===== config.mk =====
export PLATFORM = sky130hd
export DESIGN_NAME = gost_hit_fifo
export DESIGN_NICKNAME = d
export VERILOG_FILES = /design/src/rtl/gost_pkg.sv /design/src/rtl/gost_hit_fifo.sv
export SDC_FILE = /design/constraint.sdc
export NUM_CORES = 1
export LEC_CHECK = 0
export ABC_AREA = 1
export BUFFER_PORTS_ARGS = -buffer_cell sky130_fd_sc_hd__buf_4
export CORE_ASPECT_RATIO = 0.7
export CORE_UTILIZATION = 55
export CTS_BUF_LIST = sky130_fd_sc_hd__clkbuf_16
export CTS_CLUSTER_DIAMETER = 60
export DETAILED_ROUTE_END_ITERATION = 10
export GPL_ROUTABILITY_DRIVEN = 1
export PLACE_DENSITY_LB_ADDON = 0.12
export SLEW_MARGIN = 20
export SYNTH_ARGS = -nofsm -noshare
export SYNTH_HDL_FRONTEND = slang
export SYNTH_SLANG_ARGS = --single-unit

===== constraint.sdc =====
create_clock -name clk -period 8.7 [get_ports clk]
set_input_delay 0.435 -clock clk [delete_from_list [all_inputs] [get_ports clk]]
set_output_delay 0.435 -clock clk [all_outputs]
set_load 0.02 [all_outputs]

===== src/rtl/gost_pkg.sv =====
// Shared widths, scan FSM states and the hit record for the GOST-512 result checker.
package gost_pkg;

  localparam int NONCE_W = 32;
  localparam int HASH_W  = 512;
  localparam int TGT_W   = 64;

  typedef enum logic [1:0] {
    IDLE,
    RUN,
    DRAIN
  } state_t;

  typedef struct packed {
    logic [NONCE_W-1:0] nonce;
    logic [TGT_W-1:0]   hash_hi;
  } hit_t;

endpackage


===== src/rtl/gost_hit_fifo.sv =====
// First-word-fall-through hit queue; a push at edge t is visible at head after edge t.
// head is registered so it keeps its last value when the queue drains empty.
module gost_hit_fifo
  import gost_pkg::*;
#(
  parameter int DEPTH = 4
) (
  input  logic clk,
  input  logic reset,
  input  logic push,
  input  hit_t push_data,
  input  logic pop,
  output logic full,
  output logic empty,
  output hit_t head
);

  localparam int AW = $clog2(DEPTH);

  hit_t          mem [DEPTH];
  logic [AW:0]   wr_ptr;
  logic [AW:0]   rd_ptr;
  logic [AW:0]   count;
  logic [AW-1:0] rd_next;
  logic          do_pop;
  logic          do_push;

  assign count   = wr_ptr - rd_ptr;
  assign empty   = (wr_ptr == rd_ptr);
  assign full    = (wr_ptr[AW] != rd_ptr[AW]) && (wr_ptr[AW-1:0] == rd_ptr[AW-1:0]);
  assign rd_next = rd_ptr[AW-1:0] + AW'(1);
  assign do_pop  = pop && !empty;
  assign do_push = push && (!full || do_pop);

  always_ff @(posedge clk) begin
    if (do_push) mem[wr_ptr[AW-1:0]] <= push_data;
  end

  always_ff @(posedge clk or posedge reset) begin
    if (reset) begin
      wr_ptr <= '0;
      rd_ptr <= '0;
      head   <= '0;
    end else begin
      if (do_push) wr_ptr <= wr_ptr + 1'b1;
      if (do_pop)  rd_ptr <= rd_ptr + 1'b1;
      // Head follows the entry behind the popped one, or the incoming push if that is all there is.
      if (do_pop) begin
        if (count != (AW+1)'(1)) head <= mem[rd_next];
        else if (do_push)        head <= push_data;
      end else if (do_push && empty) begin
        head <= push_data;
      end
    end
  end

endmodule


Word-level counts from Yosys, hierarchy flattened

Memory sizes are Yosys's and may differ from the RTL's.
Cells that the tools add are included.

Bits in registers: 102
Latch bits: 0
RAM bits: 384
Memory bits (read-only): 0
Input port bits: 100
Output and inout port bits: 98
Logic and storage cells: 29
Memories kept: 1

Add/subtract/negate cells: 4
$mul: 0
Div/mod/pow operators: 0
Magnitude comparators: 0
Equality and inequality tests: 5
Shift-type cells: 0
Mux-type cells: 6
Bitwise gates (word level): 0
Reductions and logical operators: 9

Memory list:

| memory | words | width | rd ports | clocked after Yosys merged registers in | wr ports | RTL line            | RTL |
|---|---|---|---|---|---|---|---|
| mem    | 4     | 96    | 1        | 0                                       | 1        | gost_hit_fifo.sv:20 | `hit_t mem [DEPTH];` |

Operators by type and width:

| cell                                                   | number |
|---|---|
| 2-to-1 mux 96 bit                                      | 4 |
| adder 3 x 1 -> 3 bit (second input constant)           | 2 |
| inequality test 3 x 1 -> 1 bit (second input constant) | 2 |
| logical AND 1 bit                                      | 4 |
| equality test 3 bit                                    | 1 |
| subtractor 3 bit                                       | 1 |
| adder 2 x 1 -> 2 bit (second input constant)           | 1 |
| equality test 2 bit                                    | 1 |
| logical NOT 1 bit                                      | 2 |
| 2-to-1 mux 1 bit                                       | 2 |
| AND reduction 2 bit                                    | 1 |
| nonzero test 2 bit                                     | 1 |
| logical OR 1 bit                                       | 1 |
| inequality test 1 bit                                  | 1 |

Logic depth before layout (Yosys ltp)

Depth in word-level cells: 8
Depth in mapped cells: 13
Gate-level depth less buffers: 11

Worst setup path after synthesis

OpenSTA, ideal clock, no wires.

Path kind: register -> register
Start: register wr_ptr[0]
End: memory mem[3][0] in the netlist's numbering (enable)
Library setup time: 0.555 ns
Arrival time: 5.224 ns
Required time: 8.145 ns
Setup slack: 2.921 ns
Stages on the path, launching flop included: 8
Path buffers: 0
Period minus slack after synthesis: 5.779 ns
Cell sequence: dfrtp_1 inv_1 ha_1 nand2_1 nor2_1 nand2_1 nand2_1 nor2_1

Longest elaborated chain between the ends: 7
Elaborated cells on any way between the ends: 10
Classes of those cells: 2 x eq/ne; 2 x mux; 6 x reduce/logical

Ends and longest elaborated chain:

| what                                   | RTL line            | RTL |
|---|---|---|
| start: declaration                     | gost_hit_fifo.sv:21 | `logic [AW:0] wr_ptr;` |
| start signal: assignment               | gost_hit_fifo.sv:45 | `if (do_push) wr_ptr <= wr_ptr + 1'b1;` |
| equality test 2 bit                    | gost_hit_fifo.sv:30 | `assign full = (wr_ptr[AW] != rd_ptr[AW]) && (wr_ptr[AW-1:0] == rd_ptr[AW-1:0]);` |
| logical AND 1 bit                      | gost_hit_fifo.sv:30 |  |
| via full                               | gost_hit_fifo.sv:13 | `output logic full,` |
| logical NOT 1 bit                      | gost_hit_fifo.sv:33 | `assign do_push = push && (!full \|\| do_pop);` |
| logical OR 1 bit                       | gost_hit_fifo.sv:33 |  |
| logical AND 1 bit                      | gost_hit_fifo.sv:33 |  |
| 2-to-1 mux 1 bit                       | gost_hit_fifo.sv:36 | `if (do_push) mem[wr_ptr[AW-1:0]] <= push_data;` |
| 2-to-1 mux 1 bit (not written as such) | gost_hit_fifo.sv:36 |  |
| end: declaration                       | gost_hit_fifo.sv:20 |  |

The timed path passes the listed nets, and every way through them passes these cells.

Worst setup path after layout

Start: register rd_ptr[0]
End: register head[84] in the netlist's numbering

Longest elaborated chain between the ends: 8
Elaborated cells on any way between the ends: 18
Classes of those cells: 2 x add/sub; 4 x eq/ne; 2 x mux; 9 x reduce/logical; 1 x memory

Ends and longest elaborated chain:

| what                                                                     | RTL line            | RTL |
|---|---|---|
| start: declaration                                                       | gost_hit_fifo.sv:22 | `logic [AW:0] rd_ptr;` |
| start signal: assignment                                                 | gost_hit_fifo.sv:46 | `if (do_pop) rd_ptr <= rd_ptr + 1'b1;` |
| parallel branches: the longest is 8 deep, another holds subtractor 3 bit | n/a                 |  |
| end signal: assignment                                                   | gost_hit_fifo.sv:49 | `if (count != (AW+1)'(1)) head <= mem[rd_next];` |
| end signal: assignment                                                   | gost_hit_fifo.sv:50 | `else if (do_push) head <= push_data;` |
| end signal: assignment                                                   | gost_hit_fifo.sv:52 | `head <= push_data;` |
| end: declaration                                                         | gost_hit_fifo.sv:15 | `output hit_t head` |

Several ways; the timed one is not identified.
A chain may end at the register's enable or synchronous reset.

==> results.md <==
* Area after DPL at 22500 sq um
* Synth Area per Inst at around 9.9 sq um
* Global route total overflow at 0
* Yosys top cell area share at 55.51%
* Vias per inst at 5.349
* PortBufs at 197
* Area contributors post-synth: edfxtp_1, nand2_1, dfrtp_1, nand3_1, o21ai_0
* Cts bufs inserted at 46
* Root Buffer Master: clkbuf_16
* Leak at 10.86 nW
* Maximum vdd ir drop at about 0.31 mV
* Syn Std Cell Area at around 21000 sq um
* Syn_nets at 2215
* Status: completed
* Drt wl/cell at 17.96 um
* Post-CTS sizing at 0
* Setup CP Type: reg -> reg
* Setup violators final at 0
* Final Hold Fails at 0
* Core area at roughly 37000 sq um
* Sequential-to-total area share from yosys stat at around two thirds
* DRT Wirelength at roughly 50000 um
* Initial antenna violation count at 0
* Layout cell share with drive strength beyond 1 at 13.13%
* Worst Setup SP: rd_ptr[0]
* Startpoint Class: register
* Min Tclk post-route at around 4.2 ns
* PwrDens at 401.3 nW/um^2
* Vias in the first global route at 14310
* Max Slew Vio Count at 0
* Min-delay src: push_data[78]
* Sink Count at 486
* CTS tree: built
* Fin worst setup slack at ~4.5 ns
* Initial drt markers at approximately 1200
* Worst setup EP type: register
* Ports at 198
* Placed cell count at 2685
* Setup TNS at 0 ns
* Filler instances at 2860
* P&R area growth vs syn at 15.81%
* RSZ-0062 raised after global routing: false
* Residual DRC at 0
* Synth Warn # at 0
* Worst EP required at 9.19 ns
* DRT Pass-1 Iters at 5
* Clock Path Buffers at 3
* Slew headroom at 23.92%
* Most common cell after layout, fill and taps aside: nand2_1
* GP Congestion at 0.7397
* Area taken by multi-input logic gates at 5759 sq um
* Worst-Skew Late Latency at 0.56 ns
* Hold Path End: mem[3][78]
* Skew final at 0.01518 ns
* Rows at 59
* Worst r2r src: rd_ptr[0]
* Antenna Cells at 0
* Die Y at 164.6 um
* H-tree levels at 2
* Max_cap viols at 0
* Setup Buffers After CTS at 0
* Die X at about 230 um
* Cell taking the most area after synthesis: edfxtp_1
* Non-Filler Instances at 2773
* Fin nets at 2355
* R2r endpoint: head[84]
* Mapped Cells at between 2000 and 2500
* Hold Path Depth at 1
* Fin crit share at 48.20%
* Hold WC Path Type: in -> reg
* Peak Freq at 0.2385 GHz
* Reg2reg setup slack at 4.51 ns
* CP Data Arrival Time at 4.69 ns
* #FFs+latches synth at 486
* Reg area at 14090 sq um
* Final HPWL DP at 25590 um
* CP max FO at 97
* Pin count of the biggest net entering global routing at 290
* GR Util All Layers at 26.12%
* Post-CTS Hold Buffers at 1
* Place WS at 4.115 ns
* DR vias at 14830
* Most frequent cells in the layout: nand2_1, edfxtp_1, buf_4
* First-pass GRT wire length at just under 80000 um
* Worst-margin pin slew at 1.139 ns
* Synth cell types at 20
* Number of routed nets with antenna violations at 0
* Die area at ~39000 sq um
* Initial cell density of the core at around 56%
* Fin area at 24050 sq um
* Reg2reg path depth at 9
* Clock slew at reported path FFs at 0.06 ns
## cells in the mapped netlist (all sizes together)
| library cell | count |
|---|---|
| nor2 | 103 |
| edfxtp | 384 |
| nand2 | 973 |
| inv | 111 |
| dfrtp | 102 |
| fa | 1 |
| buf | 86 |
| o21ai | 98 |
| xor2 | 4 |
| clkinv | 2 |
| ha | 7 |
| clkbuf | 39 |
| a21oi | 2 |
| nand3 | 195 |
## metrics by stage
stage / total power [W] / util (%) / hold slack (ns)
floorplan: 0.006377 / - / 0.5002
global placement: 0.007602 / 60.49 / 0.4831
detailed placement: 0.007692 / 60.49 / 0.4903
CTS: 0.009699 / 64.53 / 0.05949
global route: 0.01035 / 64.65 / 0.06714
finish: 0.009652 / 64.65 / 0.08179
## metal layers
| metal | wire, um | global-route usage (%) |
|---|---|---|
| met1 | 21940 | 37.33 |
| met2 | 23240 | 42.10 |
| met3 | 3581 | 3.695 |
| met4 | 1053 | 7.349 |
| met5 | 0 | 0 |
## worst max-delay path by stage
stage | to | slack, ns
final | head[84] | 4.51
after global routing | head[39] | 4.27
after CTS | head[84] | 4.11
after detailed placement | head[84] | 4.11
after global placement | head[84] | 4.20
after floorplan | mem[3][0] | 2.92
## area by class of cell
cell class                 count  share of cell area (%)
clock buffer                  49                   5.098
sequential                   486                   58.56
inverter                     113                   1.784
tap                          488                   2.538
timing repair buffer         217                   6.949
multi-input combinational   1383                   23.94
clock inverter                37                   1.124
## flip-flops by register name (all words and copies together) (netlist names)
register and flops:
mem 384, head 96, rd_ptr 3, wr_ptr 3
## power breakdown
group          internal, W  total [W]  switching, W  leakage (nW)
logic              0.00127    0.00424       0.00297          5.31
registers          0.00318    0.00342      0.000240          4.78
clock network      0.00113    0.00199      0.000858         0.777
## logic make-up after synthesis
logic type | after synthesis | share of synthesized area, %
fa+ha+maj | 8 | 0.5180
flops | 486 | 67.80
simple gates | 1271 | 24.18
xor+xnor | 4 | 0.1686
buf+inv | 238 | 4.867
compound gates | 100 | 2.464
## worst max-delay path, cell delays in order, from the launching register on
cell and delay, ns:
dfrtp_4 0.52, ha_1 0.30, nand2_1 0.10, inv_1 0.08, a21oi_4 0.88, nand2_8 0.57
nand2_4 0.68, buf_4 0.68, nand2_1 0.20, nand2_1 0.09
Power figures use the tool's default switching activity.
